[src/rtl/mult_pkg.sv]
// Shared definitions for the sequential 36x36 multiplier requester:
// leaf width default, FSM state type and the partial-product shift helper.
package mult_pkg;

  localparam int unsigned LEAF_W_DEFAULT = 18;

  typedef enum logic [2:0] {
    IDLE,
    SYNC,
    ISSUE,
    RELEASE,
    FINISH
  } mreq_state_t;

  // idx order: lo*lo, lo*hi, hi*lo, hi*hi
  function automatic int unsigned pp_shift(input logic [1:0] idx, input int unsigned leaf_w);
    case (idx)
      2'd0:    return 0;
      2'd3:    return 2 * leaf_w;
      default: return leaf_w;
    endcase
  endfunction

endpackage

[src/rtl/pp_accum.sv]
// Partial-product accumulator: clears on job start, adds the leaf result
// shifted according to the partial-product index.
module pp_accum
  import mult_pkg::*;
#(
  parameter int unsigned LEAF_W = LEAF_W_DEFAULT
) (
  input  logic                  clk,
  input  logic                  rst_n,
  input  logic                  clr_i,
  input  logic                  add_i,
  input  logic [2*LEAF_W-1:0]   leaf_p_i,
  input  logic [1:0]            idx_i,
  output logic [4*LEAF_W-1:0]   acc_o
);

  localparam int unsigned PW = 4 * LEAF_W;

  logic [PW-1:0] acc_q, acc_d, addend;

  always_comb begin
    addend = PW'(leaf_p_i) << pp_shift(idx_i, LEAF_W);
    acc_d  = acc_q;
    if (clr_i) begin
      acc_d = '0;
    end else if (add_i) begin
      acc_d = acc_q + addend;
    end
  end

  always_ff @(posedge clk or negedge rst_n) begin
    if (!rst_n) begin
      acc_q <= '0;
    end else begin
      acc_q <= acc_d;
    end
  end

  assign acc_o = acc_q;

endmodule

[src/rtl/mult36_seq_requester.sv]
// Sequential 2L x 2L unsigned multiplier built from four passes through one
// external L x L leaf, exposing the same level start/done protocol upstream.
module mult36_seq_requester
  import mult_pkg::*;
#(
  parameter int unsigned LEAF_W = LEAF_W_DEFAULT
) (
  input  logic                  clk,
  input  logic                  rst_n,
  input  logic                  start,
  input  logic [2*LEAF_W-1:0]   A,
  input  logic [2*LEAF_W-1:0]   B,
  output logic                  done,
  output logic [4*LEAF_W-1:0]   P,
  output logic                  leaf_start,
  output logic [LEAF_W-1:0]     leaf_a,
  output logic [LEAF_W-1:0]     leaf_b,
  input  logic                  leaf_done,
  input  logic [2*LEAF_W-1:0]   leaf_p
);

  localparam int unsigned W  = 2 * LEAF_W;
  localparam int unsigned PW = 2 * W;

  mreq_state_t   state_q, state_d;
  logic [W-1:0]  a_q, a_d, b_q, b_d;
  logic [1:0]    idx_q, idx_d;
  logic          done_q, done_d;
  logic [PW-1:0] p_q, p_d;
  logic          acc_clr, acc_add;
  logic [PW-1:0] acc;

  pp_accum #(.LEAF_W(LEAF_W)) u_accum (
    .clk      (clk),
    .rst_n    (rst_n),
    .clr_i    (acc_clr),
    .add_i    (acc_add),
    .leaf_p_i (leaf_p),
    .idx_i    (idx_q),
    .acc_o    (acc)
  );

  always_comb begin
    state_d = state_q;
    a_d     = a_q;
    b_d     = b_q;
    idx_d   = idx_q;
    done_d  = done_q;
    p_d     = p_q;
    acc_clr = 1'b0;
    acc_add = 1'b0;
    case (state_q)
      IDLE: begin
        if (start) begin
          a_d     = A;
          b_d     = B;
          idx_d   = '0;
          acc_clr = 1'b1;
          state_d = SYNC;
        end
      end
      // Drain a leaf still reporting done from before a reset or abort.
      SYNC: begin
        if (!leaf_done) state_d = ISSUE;
      end
      ISSUE: begin
        if (leaf_done) begin
          acc_add = 1'b1;
          state_d = RELEASE;
        end
      end
      RELEASE: begin
        if (!leaf_done) begin
          if (idx_q == 2'd3) begin
            // The last add landed on the ISSUE->RELEASE edge, so acc is final.
            p_d     = acc;
            done_d  = 1'b1;
            state_d = FINISH;
          end else begin
            idx_d   = idx_q + 2'd1;
            state_d = ISSUE;
          end
        end
      end
      FINISH: begin
        if (!start) begin
          done_d  = 1'b0;
          state_d = IDLE;
        end
      end
      default: state_d = IDLE;
    endcase
  end

  always_ff @(posedge clk or negedge rst_n) begin
    if (!rst_n) begin
      state_q <= IDLE;
      a_q     <= '0;
      b_q     <= '0;
      idx_q   <= '0;
      done_q  <= 1'b0;
      p_q     <= '0;
    end else begin
      state_q <= state_d;
      a_q     <= a_d;
      b_q     <= b_d;
      idx_q   <= idx_d;
      done_q  <= done_d;
      p_q     <= p_d;
    end
  end

  assign leaf_start = (state_q == ISSUE);
  assign leaf_a     = idx_q[1] ? a_q[W-1:LEAF_W] : a_q[LEAF_W-1:0];
  assign leaf_b     = idx_q[0] ? b_q[W-1:LEAF_W] : b_q[LEAF_W-1:0];
  assign done       = done_q;
  assign P          = p_q;

endmodule

[config.mk]
export PLATFORM = sky130hd
export DESIGN_NAME = mult36_seq_requester
export DESIGN_NICKNAME = d
export VERILOG_FILES = /design/src/rtl/mult_pkg.sv /design/src/rtl/pp_accum.sv /design/src/rtl/mult36_seq_requester.sv
export SDC_FILE = /design/constraint.sdc
export NUM_CORES = 1
export LEC_CHECK = 0
export BUFFER_PORTS_ARGS = -buffer_cell sky130_fd_sc_hd__buf_2
export CAP_MARGIN = 20
export CELL_PAD_IN_SITES_DETAIL_PLACEMENT = 1
export CELL_PAD_IN_SITES_GLOBAL_PLACEMENT = 1
export CORE_ASPECT_RATIO = 1.25
export CORE_MARGIN = 2
export CORE_UTILIZATION = 39
export CTS_CLUSTER_SIZE = 24
export DETAILED_ROUTE_END_ITERATION = 8
export GPL_TIMING_DRIVEN = 0
export PLACE_DENSITY = 0.79
export SLEW_MARGIN = 20
export SYNTH_ARGS = -nofsm -noshare
export SYNTH_HDL_FRONTEND = slang
export SYNTH_SLANG_ARGS = --single-unit
[constraint.sdc]
create_clock -name clk -period 4.2 [get_ports clk]
set_input_delay 0.42 -clock clk [delete_from_list [all_inputs] [get_ports clk]]
set_output_delay 0.42 -clock clk [all_outputs]
set_load 0.02 [all_outputs]
==> impl_metrics.json <==
{
  "grt_max_degree": 96,
  "totalWireLength_um": 49500,
  "grt-ovfl-total": 0,
  "ys_seq_area_share_pct": 40.5,
  "drc": 0,
  "cts.sink_count": 222,
  "avgViaCountPerCell": 5.60,
  "ys_warn_count": 0,
  "fp.dieW_um": 172,
  "synth_top_family_by_area": "simple AND/OR/NAND/NOR gates",
  "ant_nets": 0,
  "report.power.total_mw": 14.9,
  "synthMuxAreaShare_pct": 10.6,
  "cp_slowest_cell": "or4_4",
  "synth.avg_cell_area_sq_um": 8.96,
  "pwr-share-seq_pct": 24.4,
  "max-cap-violations": 0,
  "ys.flop_type": "dfrtp_1",
  "fin_worst_skew_ps": 20.8,
  "dp_hpwl_um": 37200,
  "syn_area_sq_um": 13700,
  "p_per_area_nw_per_um2": 848,
  "place_congestion": 0.960,
  "required_ps": 4600,
  "final_cell_count_no_fill": 2297,
  "finalMaxSlewViolations": 0,
  "slew_headroom_pct": 20.7,
  "die_y_um": 214,
  "grt_usage_pct": 26.7,
  "arrival_ps": 4650,
  "slowest_delay_ps": 480,
  "dr.pass1.iters": 7,
  "swShare_pct": 46.0,
  "p_int_mw": 8.03,
  "r2r_start": "idx_q[0]$_DFFE_PN0P_",
  "antenna_found_initial": 2,
  "cp_max_fo": 8,
  "rows": 76,
  "fin_ws_ps": -53.5,
  "post-route-util_pct": 50.8,
  "insertion_delay_ps": 550,
  "crit_chain": "ha_4, buf_12, clkbuf_16, nor4b_4, ha_4, o211ai_1, o211ai_1, a211oi_2, nor4_4, or4_4, a31oi_4, o21ai_2, a221o_1, mux2i_1, o21ai_1",
  "holdPathStages": 3,
  "drtIter0Drc": 612,
  "ys_async_sr_fraction_pct": 100,
  "critPathBufInv": 2,
  "hold_class": "input pin to flip-flop",
  "synth_nets": 1716,
  "grt_pass1_vias": 13700,
  "ys_seq_elements": 222,
  "initial_core_util_pct": 39.7,
  "fmax_mhz": 235,
  "synth_xor_area_share_pct": 4.28,
  "finalSetupViolCount": 4,
  "leakage_nw": 8.44,
  "synth_fa_ha_area_share_pct": 6.81,
  "cts-root-buf": "clkbuf_16",
  "worstSetupStartpointType": "flip-flop",
  "violations": "negative setup slack",
  "vias": 12900,
  "r2r_cells": 15,
  "rsz0062_at_grt": "true",
  "synthToLayoutAreaGrowth_pct": 27.8,
  "diodes": 0,
  "synth-compound-area-share_pct": 16.2,
  "grt_pass1_wl_um": 76200,
  "core_area_sq_um": 34500,
  "htree_levels": 1,
  "hold_viol": 0,
  "cp-end-kind": "flip-flop",
  "cts_max_path_buffers": 3,
  "r2r_setup_slack_ps": -50,
  "wl_per_cell_um": 21.5,
  "timing.rr.end": "u_accum.acc_o[71]$_DFFE_PN0P_",
  "cts_tree": "built",
  "dieArea_sq_um": 36700,
  "period_minus_slack_ps": 4250,
  "mostFrequentLayoutCell": "nand2_1",
  "drive_gt1_share_pct": 31.5,
  "ir_worst_vdd_v": 0.000398,
  "final_cell_mix": "305 x nand2_1, 223 x buf_2, 220 x dfrtp_1, 110 x mux2_2, 87 x o21ai_0",
  "pwr-share-comb_pct": 60.3,
  "switchingPower_mw": 6.84,
  "run_status": "complete, but fails checks",
  "clk_pin_slew_ps": 70,
  "synth-simple-area-share_pct": 18.3,
  "synth_cells": 1530,
  "pwr-share-clk_pct": 15.4,
  "port_buffers": 221,
  "io_pins": 222,
  "synth_edf_count": 0,
  "place_inst": 2221,
  "hp-start": "A[30]",
  "fin_nets": 1997,
  "tritoncts.num_buffers": 24,
  "min_period_over_period_pct": 101,
  "critical_path.top_delay_family": "compound AO/OA/AOI/OAI gates",
  "synth_cell_types": 68,
  "worstSetupPathType": "flip-flop to flip-flop",
  "hold_end": "a_q[30]$_DFFE_PN0P_",
  "tightestPinTransition_ps": 1190
}
## synthesized netlist by cell type, types with 3 or more instances
master | instances | share of area, %
o21a_1 | 4 | 0.22
o21ai_1 | 10 | 0.36
o21bai_1 | 18 | 0.99
xnor2_1 | 37 | 2.4
inv_1 | 34 | 0.93
buf_1 | 4 | 0.11
o211ai_1 | 7 | 0.38
nor4_1 | 3 | 0.14
a31oi_1 | 8 | 0.36
o221ai_1 | 4 | 0.26
o22ai_1 | 4 | 0.18
a21oi_1 | 101 | 3.7
nand4_1 | 27 | 1.2
nor4b_1 | 6 | 0.38
mux2i_1 | 21 | 1.5
nand3_1 | 66 | 2.4
a21o_1 | 28 | 1.5
and3_1 | 7 | 0.32
ha_1 | 73 | 6.7
a41oi_1 | 4 | 0.26
a221o_1 | 3 | 0.22
and2_1 | 20 | 0.91
xor2_1 | 30 | 1.9
dfrtp_1 | 222 | 41
nand2_1 | 309 | 8.5
nor2b_1 | 21 | 0.96
a22o_1 | 16 | 1.0
a21boi_0 | 5 | 0.27
nand2b_1 | 5 | 0.23
a211oi_1 | 8 | 0.44
nor3b_1 | 3 | 0.16
nor3_1 | 17 | 0.62
o21ai_0 | 106 | 3.9
a211oi_2 | 4 | 0.36
clkbuf_1 | 83 | 2.3
nor2_1 | 67 | 1.8
mux2_2 | 110 | 9.0
## final cells by class
cell class / instances / area, sq um
Buffer: 75 / 388
Clock buffer: 39 / 748
Clock inverter: 5 / 103
Fill cell: 4028 / 17000
Inverter: 34 / 131
Multi-Input combinational cell: 1185 / 8480
Sequential cell: 222 / 5560
Tap cell: 468 / 586
Timing Repair Buffer: 269 / 1540
## power groups by stage
| stage | clock (mW) | combinational (mW) | sequential, mW |
|---|---|---|---|
| after detailed placement | 0 | 7.58 | 3.62 |
| final | 2.29 | 8.96 | 3.62 |
| after CTS | 2.34 | 8.34 | 3.60 |
| after global routing | 2.42 | 9.75 | 3.74 |
| after global placement | 0 | 7.34 | 3.57 |
| after floorplan | 0 | 5.16 | 3.68 |
## how the worst max path moves through the flow
stage                    startpoint                       endpoint  slack [ps]  depth (start not counted)
6_report       idx_q[0]$_DFFE_PN0P_  u_accum.acc_o[71]$_DFFE_PN0P_         -50                         15
5_1_grt        idx_q[0]$_DFFE_PN0P_  u_accum.acc_o[71]$_DFFE_PN0P_        -170                         15
4_1_cts        idx_q[1]$_DFFE_PN0P_  u_accum.acc_o[64]$_DFFE_PN0P_        -120                         16
3_5_place_dp   idx_q[0]$_DFFE_PN0P_  u_accum.acc_o[64]$_DFFE_PN0P_       -1040                         16
3_3_place_gp                  rst_n              P[54]$_DFFE_PN0P_       -1220                          1
2_1_floorplan  idx_q[0]$_DFFE_PN0P_  u_accum.acc_o[64]$_DFFE_PN0P_          10                         17
## kinds of logic (layout without fill, tap and decap cells)
logic type,after synthesis,after routing
XOR/XNOR,67,67
AND/OR/NAND/NOR,562,562
multiplexers,131,131
adder cells (fa/ha/maj),74,74
buffers and inverters,123,422
AO/OA/AOI/OAI,351,351
flip-flops,222,222
## state kept, by name (all words and copies together), names as in the netlist
signal and count:
u_accum.acc_o 72, a_q 36, P 72, state_q 3, b_q 36, done 1, idx_q 2
## stage by stage
step / hold slack, ps / worst slack (ps) / TNS, ps / instance area [sq um]
floorplan: 124 / 10.8 / 0 / 13700
global placement: 452 / -1220 / -285520 / 15400
detailed placement: 365 / -1040 / -23520 / 15500
CTS: 48.3 / -115 / -238 / 17000
global route: 57.6 / -173 / -1030 / 17500
finish: 62.4 / -53.5 / -121 / 17500
## worst register-to-register path, stage by stage (launching register included)
cell and delay, ps:
dfrtp_2 440, ha_4 300, buf_12 150, clkbuf_16 160
nor4b_4 340, ha_4 270, o211ai_1 210, o211ai_1 220
a211oi_2 440, nor4_4 110, or4_4 480, a31oi_4 240
o21ai_2 100, a221o_1 390, mux2i_1 200, o21ai_1 90
## routing by layer
layer / global-route usage [%] / vias to the layer above / part of all wire [%]
li1: - / 5939 / -
met1: 31.2 / 6410 / 39
met2: 47.6 / 389 / 50
met3: 5.08 / 131 / 6.3
met4: 11.4 / 4 / 4.7
met5: 0 / - / 0.044
## timing repair
| item | 4_1_cts | 5_1_grt |
|---|---|---|
| hold buffers | 1 | 0 |
| gates cloned | 2 | 1 |
| pin swaps | 22 | 38 |
| hold endpoints to repair | 47 | 0 |
| setup buffers | 26 | 16 |
| setup endpoints to repair | 50 | 27 |
| resized for setup | 102 | 117 |
(Power assumes the default switching activity.)
